`config.mk`:
```
export PLATFORM = sky130hd
export DESIGN_NAME = ahb_cmd_master
export DESIGN_NICKNAME = d
export VERILOG_FILES = /design/src/rtl/ahb_cmd_master.sv
export SDC_FILE = /design/constraint.sdc
export NUM_CORES = 1
export LEC_CHECK = 0
export CELL_PAD_IN_SITES_DETAIL_PLACEMENT = 1
export CELL_PAD_IN_SITES_GLOBAL_PLACEMENT = 1
export CORE_UTILIZATION = 35
export CTS_CLUSTER_SIZE = 16
export DETAILED_ROUTE_END_ITERATION = 8
export PLACE_DENSITY = 0.9
export REMOVE_ABC_BUFFERS = 1
export SYNTH_ARGS = -nofsm -noshare
export SYNTH_HDL_FRONTEND = slang
export SYNTH_SLANG_ARGS = --single-unit
```
`constraint.sdc`:
```
create_clock -name clk -period 4.4 [get_ports clk]
set_input_delay 0.88 -clock clk [delete_from_list [all_inputs] [get_ports clk]]
set_output_delay 0.88 -clock clk [all_outputs]
set_load 0.01 [all_outputs]
```
`src/rtl/ahb_cmd_master.sv`:
```
// Single-outstanding AHB-Lite master that turns local commands into SINGLE transfers.
// Misaligned commands are answered with an error and never reach the bus.
module ahb_cmd_master #(
  parameter int CNT_W = 16
) (
  input  logic             clk,
  input  logic             rst_n,
  input  logic             cmd_valid,
  output logic             cmd_ready,
  input  logic             cmd_write,
  input  logic [31:0]      cmd_addr,
  input  logic [31:0]      cmd_wdata,
  input  logic [2:0]       cmd_size,
  output logic             rsp_valid,
  input  logic             rsp_ready,
  output logic [31:0]      rsp_rdata,
  output logic             rsp_err,
  output logic [31:0]      haddr,
  output logic [1:0]       htrans,
  output logic             hwrite,
  output logic [2:0]       hsize,
  output logic [2:0]       hburst,
  output logic [31:0]      hwdata,
  input  logic [31:0]      hrdata,
  input  logic             hready,
  input  logic [1:0]       hresp,
  output logic [CNT_W-1:0] txn_cnt,
  output logic [CNT_W-1:0] err_cnt
);

  typedef enum logic [1:0] {S_IDLE, S_ADDR, S_DATA, S_RESP} state_t;

  localparam logic [1:0] HTRANS_IDLE   = 2'b00;
  localparam logic [1:0] HTRANS_NONSEQ = 2'b10;
  localparam logic [1:0] HRESP_OKAY    = 2'b00;

  state_t           r_state, w_next;
  logic             r_write;
  logic [31:0]      r_addr, r_wdata, r_rdata;
  logic [2:0]       r_size;
  logic             r_err;
  logic [CNT_W-1:0] r_txn_cnt, r_err_cnt;
  logic             w_accept, w_misaligned, w_data_done, w_bus_err, w_err_inc;

  assign w_accept    = cmd_valid && (r_state == S_IDLE);
  assign w_data_done = (r_state == S_DATA) && hready;
  assign w_bus_err   = (hresp != HRESP_OKAY);
  assign w_err_inc   = (w_accept && w_misaligned) || (w_data_done && w_bus_err);

  always_comb begin
    w_misaligned = 1'b0;
    case (cmd_size)
      3'd0:    w_misaligned = 1'b0;
      3'd1:    w_misaligned = cmd_addr[0];
      3'd2:    w_misaligned = |cmd_addr[1:0];
      default: w_misaligned = 1'b1;
    endcase
  end

  // NOTE: sequential state uses non-blocking assignments so every flop samples pre-edge values.
  always_ff @(posedge clk or negedge rst_n) begin
    if (!rst_n) r_state <= S_IDLE;
    else        r_state <= w_next;
  end

  // NOTE: every output of this block is defaulted first, so no path can infer a latch.
  always_comb begin
    w_next    = r_state;
    cmd_ready = 1'b0;
    rsp_valid = 1'b0;
    htrans    = HTRANS_IDLE;
    hwdata    = '0;
    case (r_state)
      S_IDLE: begin
        cmd_ready = 1'b1;
        if (cmd_valid) w_next = w_misaligned ? S_RESP : S_ADDR;
      end
      S_ADDR: begin
        htrans = HTRANS_NONSEQ;
        if (hready) w_next = S_DATA;
      end
      S_DATA: begin
        hwdata = r_write ? r_wdata : '0;
        if (hready) w_next = S_RESP;
      end
      S_RESP: begin
        rsp_valid = 1'b1;
        if (rsp_ready) w_next = S_IDLE;
      end
      default: w_next = S_IDLE;
    endcase
  end

  always_ff @(posedge clk or negedge rst_n) begin
    if (!rst_n) begin
      r_write <= 1'b0;
      r_addr  <= '0;
      r_wdata <= '0;
      r_size  <= '0;
      r_rdata <= '0;
      r_err   <= 1'b0;
    end else begin
      if (w_accept) begin
        r_write <= cmd_write;
        r_addr  <= cmd_addr;
        r_wdata <= cmd_wdata;
        r_size  <= cmd_size;
        if (w_misaligned) begin
          r_err   <= 1'b1;
          r_rdata <= '0;
        end
      end
      if (w_data_done) begin
        r_err   <= w_bus_err;
        r_rdata <= (w_bus_err || r_write) ? '0 : hrdata;
      end
    end
  end

  // Statistics stick at all-ones rather than wrapping.
  always_ff @(posedge clk or negedge rst_n) begin
    if (!rst_n) begin
      r_txn_cnt <= '0;
      r_err_cnt <= '0;
    end else begin
      if (w_data_done && (r_txn_cnt != '1)) r_txn_cnt <= r_txn_cnt + 1'b1;
      if (w_err_inc && (r_err_cnt != '1))   r_err_cnt <= r_err_cnt + 1'b1;
    end
  end

  assign haddr     = r_addr;
  assign hwrite    = r_write;
  assign hsize     = r_size;
  assign hburst    = 3'b000;
  assign rsp_rdata = r_rdata;
  assign rsp_err   = r_err;
  assign txn_cnt   = r_txn_cnt;
  assign err_cnt   = r_err_cnt;

endmodule
```
* Word level (Yosys, flattened, before mapping)
Index checks and enable logic that the tools add are counted.
** Word-level totals
- Register bits after elaboration :: 135
- Bits in latches :: 0
- Memory bits (writable) :: 0
- ROM bits :: 0
- Input bits :: 107
- Output and inout bits :: 140
- Memories :: 0
** Cells by class
- Add/subtract/negate cells :: 2
- $mul :: 0
- Divide/modulo/power cells :: 0
- Magnitude comparators :: 0
- Equality and inequality tests :: 11
- Shifts and indexed selects :: 0
- Mux-type cells :: 19
- Bitwise operators :: 0
- Reductions and logical operators :: 16
** Operator list (number)
- 2-to-1 mux 32 bit :: 6
- adder 16 x 1 -> 16 bit (second input constant) :: 2
- != test 16 bit (second input constant) :: 2
- 2-to-1 mux 2 bit :: 6
- != test 2 bit (second input constant) :: 4
- one-hot mux 2 bit (4 select lines) :: 1
- logical AND 1 bit :: 6
- nonzero test 2 bit :: 3
- 2-to-1 mux 1 bit :: 5
- equality test 2 bit (second input constant) :: 2
- AND reduction 4 bit :: 1
- equality test 3 x 1 -> 1 bit (second input constant) :: 1
- equality test 3 x 2 -> 1 bit (second input constant) :: 1
- zero test 3 bit :: 1
- one-hot mux 1 bit (3 select lines) :: 1
- equality test 2 x 1 -> 1 bit (second input constant) :: 1
- zero test 2 bit :: 1
- logical OR 1 bit :: 2
- AND reduction 2 bit :: 1
- OR reduction 2 bit :: 1

* Logic depth before layout (Yosys ltp)
Gate-level depths: netlist (run 1).
- Word-level depth :: 5
- Mapped depth :: 8

* Worst setup path before layout (run 1)
No wires, ideal clock.
- Path kind :: flip-flop to output port
- Start point :: register r_state[0]
- End point :: output hwdata[31]
- Data arrival time :: 1.325 ns
- Required time :: 3.520 ns
- Setup slack :: 2.195 ns
- Cell stages (with the launch flop) :: 6
- Buffers on the path :: 2
- Path through :: dfrtp_1 -> inv_1 -> ha_1 -> clkbuf_1 -> clkbuf_1 -> and3_1
** Between the ends
- Cells in the longest elaborated chain, start to end :: 2
** RTL lines
- start: declaration :: RTL line 37 : state_t r_state, w_next;
- start signal: assignment :: RTL line 63 : else r_state <= w_next;
- equality test 2 bit :: RTL line 73 : case (r_state)
- 2-to-1 mux 32 bit :: RTL line 73
- end: declaration :: RTL line 23 : output logic [31:0] hwdata,
Every way passes these cells.

* Worst setup path after layout (run 1)
- Start point :: register r_state[0]
- End point :: output hwdata[8]
Same word-level chain as after synthesis.

==> reports/results.md, run 1 <==
### Run
* **maximum capacitance violations** 0

### Worst setup path
* **worst reg2reg path endpoint** err_cnt[15]
* **Setup Crit Path Kind** register to output port
* **CP bufs+invs** 2
* **startpoint kind of the worst setup timing path** register
* **launch point of the worst reg-to-reg path** r_state[0]
* **crit end category** output port
* **Critical Path Fanout Max** 33
* **critical path depth** 4
* **logic depth of the worst register-to-register path** 8
* **data required time of the critical path** 3520 ps
* **arrival time of the worst setup path** 2750 ps
* **Crit path max-delay family** adder cells
* **Setup crit start** r_state[0]
* **cell-by-cell trace of the critical path** inv_1 > ha_1 > and3_1 > clkdlybuf4s50_1
* **max incr delay on CP** 910 ps
* **worst setup path end** hwdata[8]
* **cell with the largest stage delay on the worst path** sky130_fd_sc_hd__ha_1
* **register-to-register path setup slack** 1330 ps

### Yosys
* **largest area contributor in the netlist** sky130_fd_sc_hd__dfrtp_1
* **Netlist Area Pre-Place** 5690 sq um
* **number of synthesized register bits** 135
* **post-synthesis sequential area ratio** 0.594
* **mean instance size in the synthesized netlist** 13.1 sq um
* **count of mapped cells out of synthesis** 436
* **share of Yosys cell area claimed by the top area cell type** 0.594
* **Yosys warning total** 0
* **ranking of synthesized cells by area** sky130_fd_sc_hd__dfrtp_1 (59%), sky130_fd_sc_hd__mux2_2 (13%), sky130_fd_sc_hd__a22o_1 (4.9%)
* **Netlist cell types** 40
* **Synth async-reset ratio** 1.00
* **ys flop type** sky130_fd_sc_hd__dfrtp_1
* **number of enable flip-flop cells after synthesis** 0

### Die
* **# IOs** 247
* **overall die area** 16,800 sq um
* **starting utilization of the core area** 0.358
* **FP Rows** 46
* **chip width** 130 microns
* **core outline area** 15,900 sq um
* **vertical extent of the die** 130 microns

### Global routing
* **via count of the first global-routing pass** 4,896
* **number of antenna violations at the first check in global routing** 0
* **maximum number of pins on one net before global-route repair** 70
* **global-route track usage on met1** 0.252
* **total grt overflow** 0
* **GRT Total Usage** 0.218
* **first-pass GRT wire length** 27,300 microns
* **met2 GRT Util** 0.371
* **routing layer with the top usage in global route** met2
* **fraction of met3 tracks used by global routing** 0.0685

### STA
* **Final Max Slew Viols** 0
* **Worst Setup Slack, final** 766 ps
* **Achievable Freq** 275 MHz
* **crit share post-route** 0.826
* **Clock Skews** 8.89 ps
* **Final TNS setup** 0 ps
* **final hold violations** 0
* **worst max-slew margin expressed relative to the limit** 0.267
* **final-report setup violation count** 0
* **setup repair after global routing missed its margin** no
* **final critical delay including setup and external delays** 3630 ps
* **slew at the pin closest to its max-slew limit** 1100 ps

### Min path
* **path type of the worst min-delay path** input pin to asynchronous set/reset pin

### CTS
* **Num CTS Buffers** 17
* **H-tree lvl count** 4
* **number of hold buffers added after CTS** 0
* **clock root buffer master** sky130_fd_sc_hd__clkbuf_16
* **clock input transition at the sequential cells of the worst setup and hold paths** 60 ps
* **number of buffers inserted to repair setup after CTS** 0
* **clock sinks** 135
* **Clock Latency Late Sink** 420 ps
* **TritonCTS clock tree** done
* **deepest clock path buffer count** 2
* **number of resized instances in the post-cts repair step** 0

### Finish
* **filler instances** 1,641
* **sequential cell area** 3380 sq um
* **most common cell after layout, fill and taps aside** sky130_fd_sc_hd__clkdlybuf4s50_1
* **top library cells by usage in the layout, fill and taps aside** sky130_fd_sc_hd__clkdlybuf4s50_1 (241), sky130_fd_sc_hd__dfrtp_1 (135), sky130_fd_sc_hd__mux2_2 (68), sky130_fd_sc_hd__and3_1 (34), sky130_fd_sc_hd__a22o_1 (32)
* **footprint of the multi-input gates** 2170 sq um
* **fraction of layout instances using a drive strength above 1** 0.166
* **final antenna diode count** 0
* **Final Cell Area** 8950 sq um
* **final core utilization** 0.563
* **Net count, final** 794
* **area growth from synthesis to layout** 57.3%

### Routing
* **wire length per cell after detailed routing** 19.4 microns
* **number of routed nets with antenna violations** 0
* **DRT Pass-1 Iters** 4
* **final WL** 17,700 microns
* **number of DRC markers in iteration 0** 116
* **Residual DRC** 0
* **drt via density** 4.91
* **total vias in the final route** 4,457

### Status
* **status** finished clean

### Placed design
* **PortBufs** 242
* **global placement routability congestion** 0.731
* **Post-Place Worst Slack** 1270 ps
* **DP HPWL** 12,800 microns
* **Placed Area** 8320 sq um

### Pwr
* **Power per Cell Area** 630 nW/um^2
* **Static Leakage** 3.91 nW
* **post-layout total power** 0.00563 W
* **worst voltage drop across the vdd grid** 0.270 mV

==> registers in the layout (all words and copies together), names as in the netlist <==
register and count:
txn_cnt 16, err_cnt 16, haddr 32, hwrite 1, r_wdata 32, rsp_rdata 32, r_state 2, rsp_err 1
hsize 3
==> area by class of cell <==
cell class / count / share of cell area
sequential: 135 / 0.378
timing repair buffer: 248 / 0.276
multi-input combinational: 270 / 0.243
clock buffer: 20 / 0.0510
tap: 216 / 0.0302
clock inverter: 11 / 0.0192
inverter: 8 / 0.00336
==> worst register-to-register path: stages, from the launching register on <==
cell and delay, ps:
sky130_fd_sc_hd__dfrtp_1 400, sky130_fd_sc_hd__inv_1 140, sky130_fd_sc_hd__ha_1 910, sky130_fd_sc_hd__buf_4 290, sky130_fd_sc_hd__nand2_1 150, sky130_fd_sc_hd__nor2_1 270, sky130_fd_sc_hd__o21bai_2 230, sky130_fd_sc_hd__nor4_1 420
sky130_fd_sc_hd__xor2_1 200
==> through the flow <==
stage | std cells | hold WS [ps]
detailed placement | 877 | 488
global route | 908 | 500
floorplan | 413 | 471
CTS | 908 | 470
finish | 908 | 457
global placement | 877 | 481
==> report_power, final <==
group          internal [W]  switching, W
Clock              0.000977      0.000540
Combinational       0.00120      0.000854
Sequential          0.00170      0.000361
==> cell usage after synthesis (2+ instances only) <==
cell / instances
sky130_fd_sc_hd__nor2_1: 16
sky130_fd_sc_hd__nand2_1: 19
sky130_fd_sc_hd__nand3_1: 10
sky130_fd_sc_hd__xor2_1: 12
sky130_fd_sc_hd__buf_2: 5
sky130_fd_sc_hd__buf_6: 2
sky130_fd_sc_hd__dfrtp_1: 135
sky130_fd_sc_hd__a22oi_1: 2
sky130_fd_sc_hd__a21oi_1: 3
sky130_fd_sc_hd__nor4_1: 2
sky130_fd_sc_hd__ha_1: 7
sky130_fd_sc_hd__inv_1: 8
sky130_fd_sc_hd__nand4_1: 13
sky130_fd_sc_hd__buf_4: 4
sky130_fd_sc_hd__mux2_2: 68
sky130_fd_sc_hd__a211oi_1: 2
sky130_fd_sc_hd__clkbuf_1: 10
sky130_fd_sc_hd__a22o_1: 32
sky130_fd_sc_hd__buf_1: 5
sky130_fd_sc_hd__and3_1: 34
sky130_fd_sc_hd__xnor2_1: 15
sky130_fd_sc_hd__o21ai_0: 4
sky130_fd_sc_hd__nor3_1: 10
sky130_fd_sc_hd__o211ai_1: 2
==> cell families (layout without fill, tap and decap cells) <==
family / count (synthesis) / after routing / synth area share
other: 1 / 4 / 0.000659
flip-flops: 135 / 135 / 0.594
AND/OR/NAND/NOR: 110 / 110 / 0.106
adder cells (fa/ha/maj): 7 / 7 / 0.0154
multiplexers: 69 / 69 / 0.137
buffers and inverters: 34 / 287 / 0.0288
AO/OA/AOI/OAI: 53 / 53 / 0.0774
XOR/XNOR: 27 / 27 / 0.0416
==> metal layers <==
metal	share of wire	vias to the layer above
met5	0	-
met4	0.023	0
met3	0.071	30
met2	0.51	185
met1	0.40	2199
li1	-	2043
==> worst min path at each step <==
stage,slack [ps],end,depth (start not counted),startpoint
final,460,err_cnt[8],1,rst_n
after global routing,500,err_cnt[1],1,rst_n
after CTS,470,err_cnt[1],1,rst_n
after detailed placement,490,haddr[0],2,haddr[0]
after global placement,480,haddr[0],2,haddr[0]
after floorplan,470,r_wdata[0],1,r_wdata[0]
Power figures use the tool's default switching activity.
==> inputs of run 2 (changes only) <==
--- a/config.mk
+++ b/config.mk
@@ -7,10 +7,10 @@
 export LEC_CHECK = 0
 export CELL_PAD_IN_SITES_DETAIL_PLACEMENT = 1
 export CELL_PAD_IN_SITES_GLOBAL_PLACEMENT = 1
-export CORE_UTILIZATION = 35
+export CORE_UTILIZATION = 33
 export CTS_CLUSTER_SIZE = 16
 export DETAILED_ROUTE_END_ITERATION = 8
-export PLACE_DENSITY = 0.9
+export PLACE_DENSITY = 0.85
 export REMOVE_ABC_BUFFERS = 1
 export SYNTH_ARGS = -nofsm -noshare
 export SYNTH_HDL_FRONTEND = slang
==> constraint.sdc (replaced) <==
create_clock -name clk -period 3.6 [get_ports clk]
set_input_delay 0.72 -clock clk [delete_from_list [all_inputs] [get_ports clk]]
set_output_delay 0.72 -clock clk [all_outputs]
set_load 0.01 [all_outputs]
==> run 2 against run 1 <==
Sequential power increased by 21%. Core utilization is 2.9 points lower. Clock power up 14%. Power rose by 20%. Final cell count grew 0.33%. Worst setup slack worse by 250 ps. Combinational power up 22%.
==> reports/results.md, run 2 (synthesized netlist as in run 1, its figures left out) <==
### Status
* **status** finished clean

### Die
* **chip width** 133 microns, +2.9%
* **core outline area** 16,700 sq um, +5.1%
* **overall die area** 17,800 sq um, +6.0%
* **# IOs** 247, unchanged
* **starting utilization of the core area** 0.341, -0.0175
* **FP Rows** 47, +2.2%
* **vertical extent of the die** 133 microns, +2.9%

### Routing
* **number of routed nets with antenna violations** 0, unchanged
* **total vias in the final route** 4,560, +2.3%
* **wire length per cell after detailed routing** 19.5 microns, about the same
* **drt via density** 5.01, +2.0%
* **DRT Pass-1 Iters** 4, unchanged
* **number of DRC markers in iteration 0** 119, +2.6%
* **final WL** 17,700 microns, +0.39%
* **Residual DRC** 0, unchanged

### STA
* **Achievable Freq** 324 MHz
* **slew at the pin closest to its max-slew limit** 1050 ps, -53.2 ps
* **crit share post-route** 0.857
* **Final Max Slew Viols** 0, unchanged
* **final hold violations** 0, unchanged
* **setup repair after global routing missed its margin** no
* **Clock Skews** 11.7 ps, +2.81 ps
* **worst max-slew margin expressed relative to the limit** 0.303, +0.0354
* **final critical delay including setup and external delays** 3090 ps
* **final-report setup violation count** 0, unchanged

### CTS
* **H-tree lvl count** 4, unchanged
* **clock root buffer master** sky130_fd_sc_hd__clkbuf_16
* **deepest clock path buffer count** 2, unchanged
* **number of resized instances in the post-cts repair step** 0, unchanged
* **clock sinks** 135, unchanged
* **number of hold buffers added after CTS** 0, unchanged
* **Clock Latency Late Sink** 420 ps, about the same
* **number of buffers inserted to repair setup after CTS** 0, unchanged
* **TritonCTS clock tree** done
* **clock input transition at the sequential cells of the worst setup and hold paths** 60 ps, about the same
* **Num CTS Buffers** 17, unchanged

### Run
* **maximum capacitance violations** 0, unchanged

### Global routing
* **maximum number of pins on one net before global-route repair** 82, +17%
* **via count of the first global-routing pass** 5,138, +4.9%
* **total grt overflow** 0, unchanged
* **first-pass GRT wire length** 28,000 microns, +2.5%
* **number of antenna violations at the first check in global routing** 0, unchanged
* **GRT Total Usage** 0.206, -0.0125

### Finish
* **top library cells by usage in the layout, fill and taps aside** sky130_fd_sc_hd__clkdlybuf4s50_1 (241), sky130_fd_sc_hd__dfrtp_1 (135), sky130_fd_sc_hd__mux2_2 (68), sky130_fd_sc_hd__and3_1 (34), sky130_fd_sc_hd__a22o_1 (32)
* **fraction of layout instances using a drive strength above 1** 0.166, +0.000240
* **final core utilization** 0.535, -0.0286
* **final antenna diode count** 0, unchanged
* **Net count, final** 794, unchanged
* **area growth from synthesis to layout** 56.9%
* **Final Cell Area** 8930 sq um, -0.20%
* **most common cell after layout, fill and taps aside** sky130_fd_sc_hd__clkdlybuf4s50_1

### Min path
* **path type of the worst min-delay path** input pin to asynchronous set/reset pin

### Worst setup path
* **Setup Crit Path Kind** register to output port
* **CP bufs+invs** 1, -1
* **max incr delay on CP** 1030 ps, +120 ps
* **crit end category** output port
* **cell with the largest stage delay on the worst path** sky130_fd_sc_hd__dfrtp_1
* **cell-by-cell trace of the critical path** and3_1 > clkdlybuf4s50_1
* **data required time of the critical path** 2880 ps, -640 ps
* **Critical Path Fanout Max** 35, +6.1%
* **arrival time of the worst setup path** 2370 ps, -380 ps
* **Crit path max-delay family** flip-flops
* **startpoint kind of the worst setup timing path** register

### Pwr
* **worst voltage drop across the vdd grid** 0.356 mV, +32%
* **Static Leakage** 3.91 nW, about the same
* **Power per Cell Area** 756 nW/um^2, +20%

### Placed design
* **PortBufs** 242, unchanged
* **global placement routability congestion** 0.780, +6.7%
* **DP HPWL** 12,500 microns, -2.2%
* **Placed Area** 8340 sq um, +0.27%

-- run 2: per-stage QoR --
| stage | setup WS [ps] | total power [W] | hold WS [ps] | cells | setup TNS [ps] |
|---|---|---|---|---|---|
| after global placement | 913 | 0.00490 | 475 | 881 | 0 |
| after detailed placement | 862 | 0.00505 | 489 | 881 | 0 |
| after floorplan | -200 | 0.00358 | 424 | 413 | -6410 |
| after global routing | 390 | 0.00710 | 282 | 911 | 0 |
| final | 514 | 0.00675 | 247 | 911 | 0 |
| after CTS | 485 | 0.00683 | 257 | 911 | 0 |
-- run 2: final cells by class --
cell class	count	area, sq um
well taps	220	275
clock inverters	10	121
repair buffers	248	2480
inverters	8	30.0
clock buffers	20	467
fillers	1703	7770
multi-input cells	270	2180
flip-flops and latches	135	3380
-- run 2: worst reg2reg max path, cell delays in order, from the launching register on --
cell	delay (ps)
sky130_fd_sc_hd__dfrtp_1	400
sky130_fd_sc_hd__inv_1	150
sky130_fd_sc_hd__ha_1	190
sky130_fd_sc_hd__buf_4	210
sky130_fd_sc_hd__nand2_1	180
sky130_fd_sc_hd__nor2_1	270
sky130_fd_sc_hd__o21bai_2	240
sky130_fd_sc_hd__nor4_1	390
sky130_fd_sc_hd__xor2_1	170
-- run 2: path summary, 6_finish.rpt --
check	cells after the start	startpoint	end	slack, ps
max	2	hwrite	hwdata[0]	510
max in group asynchronous	2	rst_n	haddr[2]	2480
min	1	rst_n	haddr[20]	250
min reg2reg	1	r_wdata[7]	r_wdata[7]	490
min in group clk	1	r_wdata[7]	r_wdata[7]	490
max reg2reg	8	r_state[0]	err_cnt[15]	1330
-- run 2: report_power, final --
group / leakage [nW] / switching [W] / internal, W
Combinational: 1.92 / 0.00105 / 0.00148
Sequential: 1.70 / 0.000418 / 0.00207
Clock: 0.289 / 0.000664 / 0.00107
Total: 3.91 / 0.00213 / 0.00462
-- run 2: metal layers --
| metal | part of all wire | global-route usage | up-vias |
|---|---|---|---|
| met3 | 0.068 | 0.0681 | 27 |
| li1 | - | - | 2038 |
| met2 | 0.52 | 0.358 | 189 |
| met5 | 0 | 0 | - |
| met4 | 0.025 | 0.0840 | 0 |
| met1 | 0.39 | 0.231 | 2306 |
